**src/rtl/button_repeater.sv**
```systemverilog
// button_repeater: turns debounced button levels into one-cycle action pulses.
// Every press gives one pulse immediately. Channels with repeat enabled then
// pulse again after an initial delay and at a fixed rate while still held.
// All delay and repeat timing comes from one shared free-running tick.
module button_repeater #(
  parameter int             N            = 4,
  parameter int             TICK_CYCLES  = 1_000_000,
  parameter int             DELAY_TICKS  = 20,
  parameter int             REPEAT_TICKS = 5,
  parameter logic [N-1:0]   REPEAT_MASK  = 4'b0111
) (
  input  logic         clk,
  input  logic         reset,
  input  logic [N-1:0] btn,
  output logic [N-1:0] pulse,
  output logic [N-1:0] held
);

  localparam int TW   = (TICK_CYCLES > 1) ? $clog2(TICK_CYCLES) : 1;
  localparam int MAXT = (DELAY_TICKS > REPEAT_TICKS) ? DELAY_TICKS : REPEAT_TICKS;
  localparam int CW   = (MAXT > 0) ? $clog2(MAXT + 1) : 1;

  localparam logic [TW-1:0] TICK_LAST   = TW'(TICK_CYCLES - 1);
  localparam logic [TW-1:0] TICK_ONE    = TW'(1);
  localparam logic [CW-1:0] DELAY_LAST  = CW'(DELAY_TICKS - 1);
  localparam logic [CW-1:0] REPEAT_LAST = CW'(REPEAT_TICKS - 1);
  localparam logic [CW-1:0] CNT_ONE     = CW'(1);

  // state   | meaning
  // S_IDLE  | button released, waiting for a press
  // S_DELAY | pressed, press pulse issued, counting ticks to first repeat
  // S_REPEAT| auto-repeating, counting ticks between repeat pulses
  typedef enum logic [1:0] {
    S_IDLE   = 2'd0,
    S_DELAY  = 2'd1,
    S_REPEAT = 2'd2
  } state_t;

  logic [TW-1:0] tick_cnt_q, tick_cnt_d;
  logic          tick;

  state_t        state_q [N];
  state_t        state_d [N];
  logic [CW-1:0] cnt_q   [N];
  logic [CW-1:0] cnt_d   [N];
  logic [N-1:0]  pulse_q, pulse_d;
  logic [N-1:0]  held_q, held_d;

  assign tick  = (tick_cnt_q == TICK_LAST);
  assign pulse = pulse_q;
  assign held  = held_q;

  // Free-running tick counter; presses never restart it.
  always_comb begin
    tick_cnt_d = tick ? '0 : (tick_cnt_q + TICK_ONE);
  end

  // Per-channel next state, counter and pulse; release beats tick.
  always_comb begin
    for (int i = 0; i < N; i++) begin
      state_d[i] = state_q[i];
      cnt_d[i]   = cnt_q[i];
      pulse_d[i] = 1'b0;
      case (state_q[i])
        S_IDLE: begin
          if (btn[i]) begin
            state_d[i] = S_DELAY;
            cnt_d[i]   = '0;
            pulse_d[i] = 1'b1;
          end
        end
        S_DELAY: begin
          if (!btn[i]) begin
            state_d[i] = S_IDLE;
            cnt_d[i]   = '0;
          end else if (!REPEAT_MASK[i]) begin
            cnt_d[i] = '0;
          end else if (tick) begin
            if (cnt_q[i] == DELAY_LAST) begin
              state_d[i] = S_REPEAT;
              cnt_d[i]   = '0;
              pulse_d[i] = 1'b1;
            end else begin
              cnt_d[i] = cnt_q[i] + CNT_ONE;
            end
          end
        end
        S_REPEAT: begin
          if (!btn[i]) begin
            state_d[i] = S_IDLE;
            cnt_d[i]   = '0;
          end else if (tick) begin
            if (cnt_q[i] == REPEAT_LAST) begin
              cnt_d[i]   = '0;
              pulse_d[i] = 1'b1;
            end else begin
              cnt_d[i] = cnt_q[i] + CNT_ONE;
            end
          end
        end
        default: begin
          state_d[i] = S_IDLE;
          cnt_d[i]   = '0;
        end
      endcase
      held_d[i] = (state_d[i] != S_IDLE);
    end
  end

  // State registers, all cleared asynchronously by reset.
  always_ff @(posedge clk or posedge reset) begin
    if (reset) begin
      tick_cnt_q <= '0;
      pulse_q    <= '0;
      held_q     <= '0;
      for (int i = 0; i < N; i++) begin
        state_q[i] <= S_IDLE;
        cnt_q[i]   <= '0;
      end
    end else begin
      tick_cnt_q <= tick_cnt_d;
      pulse_q    <= pulse_d;
      held_q     <= held_d;
      for (int i = 0; i < N; i++) begin
        state_q[i] <= state_d[i];
        cnt_q[i]   <= cnt_d[i];
      end
    end
  end

endmodule

```
**config.mk**
```make
export PLATFORM = sky130hd
export DESIGN_NAME = button_repeater
export DESIGN_NICKNAME = d
export VERILOG_FILES = /design/src/rtl/button_repeater.sv
export SDC_FILE = /design/constraint.sdc
export NUM_CORES = 1
export LEC_CHECK = 0
export CORE_MARGIN = 5
export CORE_UTILIZATION = 57
export DETAILED_ROUTE_END_ITERATION = 10
export DONT_BUFFER_PORTS = 1
export GPL_TIMING_DRIVEN = 1
export MAX_ROUTING_LAYER = met4
export PLACE_DENSITY = 0.83
export SYNTH_ARGS = -nofsm -noshare
export SYNTH_HDL_FRONTEND = slang
export SYNTH_SLANG_ARGS = --single-unit
```
**constraint.sdc**
```tcl
create_clock -name clk -period 1.76 [get_ports clk]
set_input_delay 0.352 -clock clk [delete_from_list [all_inputs] [get_ports clk]]
set_output_delay 0.352 -clock clk [all_outputs]
set_load 0.1 [all_outputs]
```
Yosys cells after proc, flatten, opt, wreduce, memory -nomap -nowiden
Cells that the tools add are included.
W data, S select, Z words.
{"block": "classes", "add_sub_neg": 5, "n_mul": 0, "div_mod_pow": 0, "magnitude_cmp": 0, "n_eq_ne": 27, "n_shift": 0, "n_mux": 80, "n_bitwise": 0, "n_reduce_logical": 13}
{"cell": "$mux W5", "count": 25}
{"cell": "$pmux W5 S3", "count": 3}
{"cell": "$mux W2", "count": 17}
{"cell": "$mux W1", "count": 25}
{"cell": "$ne A3 B3 Y1 const B", "count": 7}
{"cell": "$add A20 B1 Y20 const B", "count": 1}
{"cell": "$add A5 B1 Y5 const B", "count": 4}
{"cell": "$eq A20 B20 Y1 const B", "count": 1}
{"cell": "$eq A5 B3 Y1 const B", "count": 4}
{"cell": "$mux W20", "count": 1}
{"cell": "$pmux W2 S3", "count": 3}
{"cell": "$eq A5 B5 Y1 const B", "count": 3}
{"cell": "$pmux W5 S2", "count": 1}
{"cell": "$pmux W1 S3", "count": 3}
{"cell": "$reduce_and A3 Y1", "count": 3}
{"cell": "$eq A2 B1 Y1 const B", "count": 4}
{"cell": "$eq A2 B2 Y1 const B", "count": 4}
{"cell": "$logic_not A2 Y1", "count": 4}
{"cell": "$ne A2 B2 Y1 const B", "count": 4}
{"cell": "$reduce_bool A2 Y1", "count": 4}
{"cell": "$pmux W2 S2", "count": 1}
{"cell": "$pmux W1 S2", "count": 1}
{"cell": "$reduce_and A2 Y1", "count": 1}
{"cell": "$reduce_or A2 Y1", "count": 1}
{"block": "totals", "ff_bits": 56, "latchBits": 0, "ram_bits": 0, "romBits": 0, "output_inout_bits": 8, "elab_cells": 136, "memories": 0}

Longest topological paths before layout
Gate-level depths: netlist of the first run.
{"block": "logic_depth", "word_depth": 6, "ltp_mapped": 7, "ltp_nobuf": 7}

Worst setup path after synthesis of the first run
Ideal clock, no wire load.
{"block": "synth_path", "path_type": "reg-to-reg", "from": "register tick_cnt_q[0]", "to": "register cnt_q[15] in the netlist's numbering", "setup_time_ns": 0.125, "arrival_time_ns": 1.781, "setup_slack_ns": -0.146, "path_stages_with_launch": 7, "path_cell_list": "dfrtp_1 > ha_1 > and2_1 > and4_1 > buf_2 > o21ai_1 > mux2_2"}
{"block": "synth_between", "elab_chain_cells": 3}
{"element": "from (decl)", "line_no": "39", "source": "logic [TW-1:0] tick_cnt_q, tick_cnt_d;"}
{"element": "from (signal assigned)", "line_no": "121", "source": "tick_cnt_q <= tick_cnt_d;"}
{"element": "$eq A20 B20 Y1 *", "line_no": "49", "source": "assign tick = (tick_cnt_q == TICK_LAST);"}
{"element": "$ne A3 B3 Y1 (no source line)"}
{"element": "$reduce_and A3 Y1 (no source line) *"}
{"element": "to (signal, indexed assignment)", "line_no": "126", "source": "cnt_q[i] <= cnt_d[i];"}
{"element": "to (decl)", "line_no": "44", "source": "logic [CW-1:0] cnt_q [N];"}
Every way passes the cells marked *; elsewhere a longest branch is shown, timed or not.
A chain may end at the register's enable or synchronous reset.

Final worst setup path of the first run
{"block": "layout_path", "from": "register tick_cnt_q[15]", "to": "register pulse_q[2], in the netlist pulse[2]"}
{"block": "layout_between", "elab_chain_cells": 4}
{"element": "$eq A20 B20 Y1 *", "line_no": "49"}
{"element": "$mux W1 (on tied branches)", "line_no": "92, 78"}
{"element": "$mux W1 (on tied branches)", "line_no": "89, 73"}
{"element": "$pmux W1 S3 *", "line_no": "64", "source": "case (state_q[i])"}
{"element": "via pulse_d[2]", "line_no": "46", "source": "logic [N-1:0] pulse_q, pulse_d;"}
{"element": "to (signal assigned)", "line_no": "122", "source": "pulse_q <= pulse_d;"}
{"element": "to (decl)", "line_no": "46"}
The timed path passes the listed nets; every way through them passes the cells marked *.

==> impl_results.rst, run 1 <==
.. list-table::
   :header-rows: 1

   * - Metric
     - Value
   * - Result of the run
     - finished, violations left
   * - Violated checks
     - negative setup slack
   * - Fraction of layout instances using a drive strength above 1
     - 0.3438
   * - Insertion delay of the later-clocked pin in the worst-skew pair
     - 0.31 ns
   * - Leak
     - 0.001962 uW
   * - Vias in the first global route
     - 2,977
   * - CTS tree
     - yes
   * - I/O Pins
     - 14
   * - Hold Path Class
     - input port to flip-flop
   * - Worst slew pin tran
     - 0.5904 ns
   * - Seq/Total Area, Yosys
     - 0.4294
   * - Aggregate global-route resource usage
     - 0.2427
   * - Max-cap check violation count
     - 0
   * - Setup repair after global routing missed its margin
     - yes
   * - Number of antenna violations at the first check in global routing
     - 0
   * - Timing-limited maximum frequency
     - 0.4978 GHz
   * - Buffer levels on the longest clock path
     - 2
   * - Post-DP HPWL
     - 5249 um
   * - Share of the clock period used by the worst path
     - 1.141
   * - Nature of the critical path startpoint
     - flip-flop
   * - GRT met2 Usage
     - 0.4068
   * - Clock Sink Count
     - 56
   * - Area growth, synth to finish
     - 34.47%
   * - Met1 GRT Util
     - 0.2918
   * - Per-cell via count in the routed design
     - 6.239
   * - Hold Vio Cnt, Final
     - 0
   * - DR DRC count
     - 0
   * - Clock Skews
     - 0.008721 ns
   * - Syn Area/Cell
     - 9.597 um^2
   * - Post-synth net total
     - 370
   * - Clk slew on worst S/H paths
     - 0.10 ns
   * - Portion of synthesized cell area occupied by the leading cell type
     - 0.4294
   * - Peak supply drop
     - 0.7612 mV
   * - Core box area
     - 5540 um^2
   * - Crit path max fanout
     - 4
   * - Area contributors post-synth
     - sky130_fd_sc_hd__dfrtp_1 43%, sky130_fd_sc_hd__ha_1 9.2%, sky130_fd_sc_hd__o21ai_0 3.2%
   * - Number of synthesized register bits
     - 56
   * - Overflow after GRT
     - 0
   * - Number of buffer cells added on primary ports
     - 0
   * - Number of inserted diodes
     - 0
   * - Worst slack on hold paths
     - 0.1791 ns
   * - Global routing met3 resource utilization
     - 0.04419
   * - Tmin final
     - 2.009 ns
   * - Most Used Layer, Global Route
     - met2
   * - Final count of pins violating max slew
     - 0
   * - Placement row count
     - 27
   * - Pwr/cell area
     - 1026 nW/um^2
   * - Count of endpoints failing setup in the final report
     - 38
   * - Initial cell density of the core
     - 0.5890
   * - Wire length of the first global-routing pass
     - 13,930 um
   * - Number of enable flip-flop cells after synthesis
     - 0
   * - Headroom to the max-slew limit
     - 0.6010
   * - H-Tree Depth
     - 2
   * - Dominant cell type by area after synthesis
     - sky130_fd_sc_hd__dfrtp_1
   * - Synth Cell Area
     - 3263 um^2
   * - Crit path from
     - tick_cnt_q[15]
   * - Clock buffer count from CTS
     - 5
   * - Number of distinct library cells after synthesis
     - 58
   * - Die Footprint
     - 7338 um^2
   * - DR WL/cell
     - 19.04 um
   * - Crit path DAT
     - 2.24 ns
   * - Die Wd
     - 85.66 um
   * - Least setup slack across all paths after layout
     - -0.2489 ns
   * - Async set-or-reset flop fraction in the synthesized netlist
     - 1.000
   * - Hold path startpoint
     - btn[3]
   * - Y dimension of the die
     - 85.66 um
   * - DRT antenna net count
     - 0
   * - Pre-Repair DR Iteration Count
     - 4
   * - Pin count of the biggest net entering global routing
     - 39
   * - Dominant synthesized flop cell
     - sky130_fd_sc_hd__dfrtp_1
   * - Pre-CTS setup slack
     - -0.2190 ns
   * - Cell at the root of the clock tree
     - sky130_fd_sc_hd__clkbuf_8
   * - Number of nets in the layout
     - 442
   * - Count of filler cells inserted in the layout
     - 305
   * - Via total after detailed routing
     - 3,026
   * - R2r setup slk
     - -0.25 ns
   * - Violation count after the first detailed-route iteration
     - 248
   * - Kind of end point of the critical path
     - flip-flop
   * - Critical Setup Path Class
     - flip-flop to flip-flop
   * - Worst R2R Start
     - tick_cnt_q[15]
   * - Critical path required time
     - 1.99 ns
   * - Leading cell type by number of instances after synthesis
     - sky130_fd_sc_hd__dfrtp_1
   * - Synth cell count leaders
     - 56 x sky130_fd_sc_hd__dfrtp_1, 26 x sky130_fd_sc_hd__inv_1, 24 x sky130_fd_sc_hd__ha_1, 24 x sky130_fd_sc_hd__nor2_1, 22 x sky130_fd_sc_hd__nand2_1
   * - Synthesized instance count
     - 340
   * - Routability-driven placement congestion ratio
     - 0.8543
   * - Final wirelength
     - 9235 um
   * - Yosys Warn Count
     - 0
[metrics by stage]
stage                     std cells  cell area (um^2)  total power, uW  utilization  TNS (ns)
after global placement          462              3795             3315       0.6850   -0.1671
after CTS                       479              4156             4370       0.7502    -1.346
final                           485              4388             4502       0.7920    -5.272
after floorplan                 340              3311             2851            -  -0.04438
after detailed placement        462              3795             3375       0.6850    -1.665
after global routing            485              4388             4715       0.7920    -7.216
[critical path, stage by stage (launching register included)]
cell and delay, ns:
sky130_fd_sc_hd__dfrtp_1 0.44, sky130_fd_sc_hd__nor4bb_4 0.35, sky130_fd_sc_hd__buf_4 0.16, sky130_fd_sc_hd__and2b_2 0.16
sky130_fd_sc_hd__and4_4 0.25, sky130_fd_sc_hd__buf_6 0.14, sky130_fd_sc_hd__buf_6 0.13, sky130_fd_sc_hd__a31oi_2 0.09
sky130_fd_sc_hd__nor3_2 0.20
[worst paths after layout]
check	to	cells past startpoint
worst max-delay path	pulse[2]	8
worst min-delay path	pulse[3]	1
worst max register to register	pulse[2]	8
worst min register to register	tick_cnt_q[18]	1
max in group asynchronous	state_q[3]	3
min in group asynchronous	pulse[3]	2
[per-layer routing]
metal,wire length (um),up-vias
met2,4732,123
met4,286,0
met5,0,-
met3,523,37
met1,3693,1507
li1,-,1359
[flip-flops by register name, summed over array words and instances, names as in the netlist]
name and cells:
held 4, tick_cnt_q 20, pulse 4, cnt_q 20, state_q 8
[area by class of cell]
cell class | instances | area [um^2] | share of cell area
Inverter | 26 | 97.59 | 0.02224
Clock buffer | 6 | 72.57 | 0.01654
Sequential cell | 56 | 1401 | 0.3194
Multi-Input combinational cell | 254 | 2081 | 0.4742
Clock inverter | 2 | 35.03 | 0.007984
Tap cell | 72 | 90.09 | 0.02053
Timing Repair Buffer | 69 | 610.6 | 0.1392
[cell usage in the layout (no fill, tap or decap), types with 4 or more instances in the layout]
master	n
sky130_fd_sc_hd__nor3_1	5
sky130_fd_sc_hd__or3_1	4
sky130_fd_sc_hd__nand2b_1	12
sky130_fd_sc_hd__o21ai_1	7
sky130_fd_sc_hd__nand4_1	7
sky130_fd_sc_hd__nor2_1	16
sky130_fd_sc_hd__a21oi_2	10
sky130_fd_sc_hd__ha_1	23
sky130_fd_sc_hd__clkbuf_8	5
sky130_fd_sc_hd__dfrtp_1	56
sky130_fd_sc_hd__nor2_4	5
sky130_fd_sc_hd__nand2_1	20
sky130_fd_sc_hd__buf_6	14
sky130_fd_sc_hd__xor2_1	9
sky130_fd_sc_hd__o21ai_0	12
sky130_fd_sc_hd__xnor2_1	6
sky130_fd_sc_hd__a21oi_1	6
sky130_fd_sc_hd__inv_1	25
sky130_fd_sc_hd__nand3_1	19
sky130_fd_sc_hd__buf_4	51
[power by group]
part	internal, uW	switching (uW)	leakage [uW]
Combinational	721	1390	0.00116
Sequential	1440	98.9	0.000744
Clock	423	424	0.0000552
Total	2590	1920	0.00196
[timing repair]
action / 4_1_cts / 5_1_grt
gates cloned: 0 / 0
gates resized for setup: 45 / 41
hold endpoints to repair: 18 / 0
hold buffers: 1 / 0
endpoints found under the setup margin: 29 / 44
buffers inserted: 8 / 6
pin swaps: 19 / 20
[cells by family after synthesis]
| kind of cell | Yosys count | share of synthesized area |
|---|---|---|
| multiplexers | 4 | 0.01265 |
| AO/OA/AOI/OAI | 73 | 0.1449 |
| flip-flops | 56 | 0.4294 |
| adder cells (fa/ha/maj) | 24 | 0.09203 |
| AND/OR/NAND/NOR | 138 | 0.2443 |
| buffers and inverters | 30 | 0.03643 |
| XOR/XNOR | 15 | 0.04026 |
(Power assumes the default switching activity.)
==> run 2: changes to the inputs <==
- CORE_UTILIZATION: 57 -> 53
- HOLD_SLACK_MARGIN: default -> 0.12
- PLACE_DENSITY: 0.83 -> 0.79
==> run 2 against run 1 <==
Compared with the run above: the run still ends with negative setup slack left; total power rose by 2.3%; non-clock buffer count up 10; final area rose by 0.68%.
==> impl_results.rst, run 2 (synthesized netlist as in run 1, its figures left out) <==
.. list-table::
   :header-rows: 1

   * - Metric
     - Value
   * - Hold Vio Cnt, Final
     - 0
   * - Wire length of the first global-routing pass
     - 13,480 um
   * - Met1 GRT Util
     - 0.2792
   * - DR WL/cell
     - 17.92 um
   * - Fraction of layout instances using a drive strength above 1
     - 0.3381
   * - Max-cap check violation count
     - 0
   * - Number of antenna violations at the first check in global routing
     - 0
   * - Clock buffer count from CTS
     - 5
   * - Routability-driven placement congestion ratio
     - 0.8785
   * - DR DRC count
     - 0
   * - Crit path DAT
     - 2.22 ns
   * - Kind of end point of the critical path
     - flip-flop
   * - Most Used Layer, Global Route
     - met2
   * - Most used cells in the layout excluding fill and tap cells
     - 64 x sky130_fd_sc_hd__buf_4, 56 x sky130_fd_sc_hd__dfrtp_1, 24 x sky130_fd_sc_hd__nor2_1, 23 x sky130_fd_sc_hd__inv_1, 21 x sky130_fd_sc_hd__nand2_1
   * - Result of the run
     - finished, violations left
   * - Aggregate global-route resource usage
     - 0.2257
   * - Number of inserted diodes
     - 0
   * - Via total after detailed routing
     - 2,968
   * - Core box area
     - 5956 um^2
   * - Largest regs
     - cnt_q: 20 flops, tick_cnt_q: 20 flops, state_q: 8 flops
   * - Peak supply drop
     - 1.240 mV
   * - Hold Path Class
     - input port to flip-flop
   * - Global routing met3 resource utilization
     - 0.03166
   * - Critical path required time
     - 2.03 ns
   * - Pre-Repair DR Iteration Count
     - 4
   * - Insertion delay of the later-clocked pin in the worst-skew pair
     - 0.32 ns
   * - Buffer levels on the longest clock path
     - 2
   * - Pwr/cell area
     - 1043 nW/um^2
   * - Per-cell via count in the routed design
     - 5.960
   * - Leak
     - 0.002032 uW
   * - Y dimension of the die
     - 88.47 um
   * - Vias in the first global route
     - 2,878
   * - Timing-limited maximum frequency
     - 0.5115 GHz
   * - Clk slew on worst S/H paths
     - 0.11 ns
   * - Placement Cell Area
     - 3871 um^2
   * - H-Tree Depth
     - 2
   * - Tmin final
     - 1.955 ns
   * - Count of endpoints failing setup in the final report
     - 31
   * - Crit path max fanout
     - 2
   * - Initial cell density of the core
     - 0.5479
   * - Final wirelength
     - 8926 um
   * - Pin count of the biggest net entering global routing
     - 57
   * - Least setup slack across all paths after layout
     - -0.1950 ns
   * - Post-DP HPWL
     - 5300 um
   * - Nature of the critical path startpoint
     - flip-flop
   * - Die Wd
     - 88.47 um
   * - Final count of pins violating max slew
     - 0
   * - Number of nets in the layout
     - 452
   * - Placement row count
     - 28
   * - Setup repair after global routing missed its margin
     - yes
   * - Headroom to the max-slew limit
     - 0.6568
   * - Share of the clock period used by the worst path
     - 1.111
   * - Overflow after GRT
     - 0
   * - CTS tree
     - yes
   * - Area growth, synth to finish
     - 35.39%
   * - Worst slack on hold paths
     - 0.1737 ns
   * - Total chip power
     - 4607 uW
   * - Most common cell after layout, fill and taps aside
     - sky130_fd_sc_hd__buf_4
   * - Critical Setup Path Class
     - flip-flop to flip-flop
   * - DRT antenna net count
     - 0
   * - I/O Pins
     - 14
   * - Final Core Density
     - 0.7418
   * - Clock Sink Count
     - 56
   * - GRT met2 Usage
     - 0.3800
   * - Number of buffer cells added on primary ports
     - 0
   * - Clock Skews
     - 0.01249 ns
   * - Cell at the root of the clock tree
     - sky130_fd_sc_hd__clkbuf_8
   * - Final non-filler cell area
     - 4418 um^2
   * - Final TNS setup
     - -2.169 ns
   * - Violated checks
     - negative setup slack
   * - Die Footprint
     - 7826 um^2
   * - Violation count after the first detailed-route iteration
     - 188
   * - Worst slew pin tran
     - 0.5082 ns
## run 2: area by class of cell
class / count / area [um^2]
clock buffer: 5 / 68.82
clock inverter: 3 / 47.55
fill: 384 / 1538
inverter: 26 / 97.59
multi-input combinational: 254 / 2039
sequential: 56 / 1401
tap: 75 / 93.84
timing repair buffer: 79 / 669.4
## run 2: repair_timing
action | CTS | global route
setup buffers | 4 | 13
gates resized for setup | 25 | 48
hold buffers | 1 | 0
setup endpoints to repair | 24 | 35
endpoints found under the hold margin | 56 | 0
pin swaps | 17 | 24
## run 2: metal layers
metal | up-vias | wire (um)
met5 | - | 0
met4 | 0 | 334
met3 | 35 | 331
met2 | 84 | 4614
met1 | 1466 | 3645
li1 | 1383 | -
## run 2: final timing paths
check                                    from             to  slack, ns  cells after the start
worst max-delay path                cnt_q[15]     state_q[7]      -0.20                      6
worst min-delay path                   btn[3]     state_q[0]       0.17                      2
worst max register to register      cnt_q[15]     state_q[7]      -0.20                      6
worst min register to register  tick_cnt_q[0]  tick_cnt_q[0]       0.55                      2
max in group asynchronous               reset      cnt_q[11]       0.97                      3
min in group asynchronous               reset  tick_cnt_q[9]       0.53                      3
## run 2: worst max-delay path, cell delays in order, from the launching register on
cell                       delay, ns
sky130_fd_sc_hd__dfrtp_1        0.37
sky130_fd_sc_hd__ha_1           0.18
sky130_fd_sc_hd__nor2b_2        0.20
sky130_fd_sc_hd__nand4_1        0.15
sky130_fd_sc_hd__or4_4          0.55
sky130_fd_sc_hd__a221oi_4       0.30
sky130_fd_sc_hd__buf_4          0.16
## run 2: stage by stage
stage / setup WS [ns] / cells
finish: -0.1950 / 498
global route: -0.2664 / 498
CTS: -0.1451 / 486
detailed placement: -0.1644 / 473
global placement: -0.07373 / 473
floorplan: -0.02819 / 340
## run 2: power breakdown
group / internal, uW / leakage [uW] / switching, uW
sequential: 1440 / 0.000744 / 101
combinational: 789 / 0.00123 / 1380
clock: 430 / 0.0000583 / 469
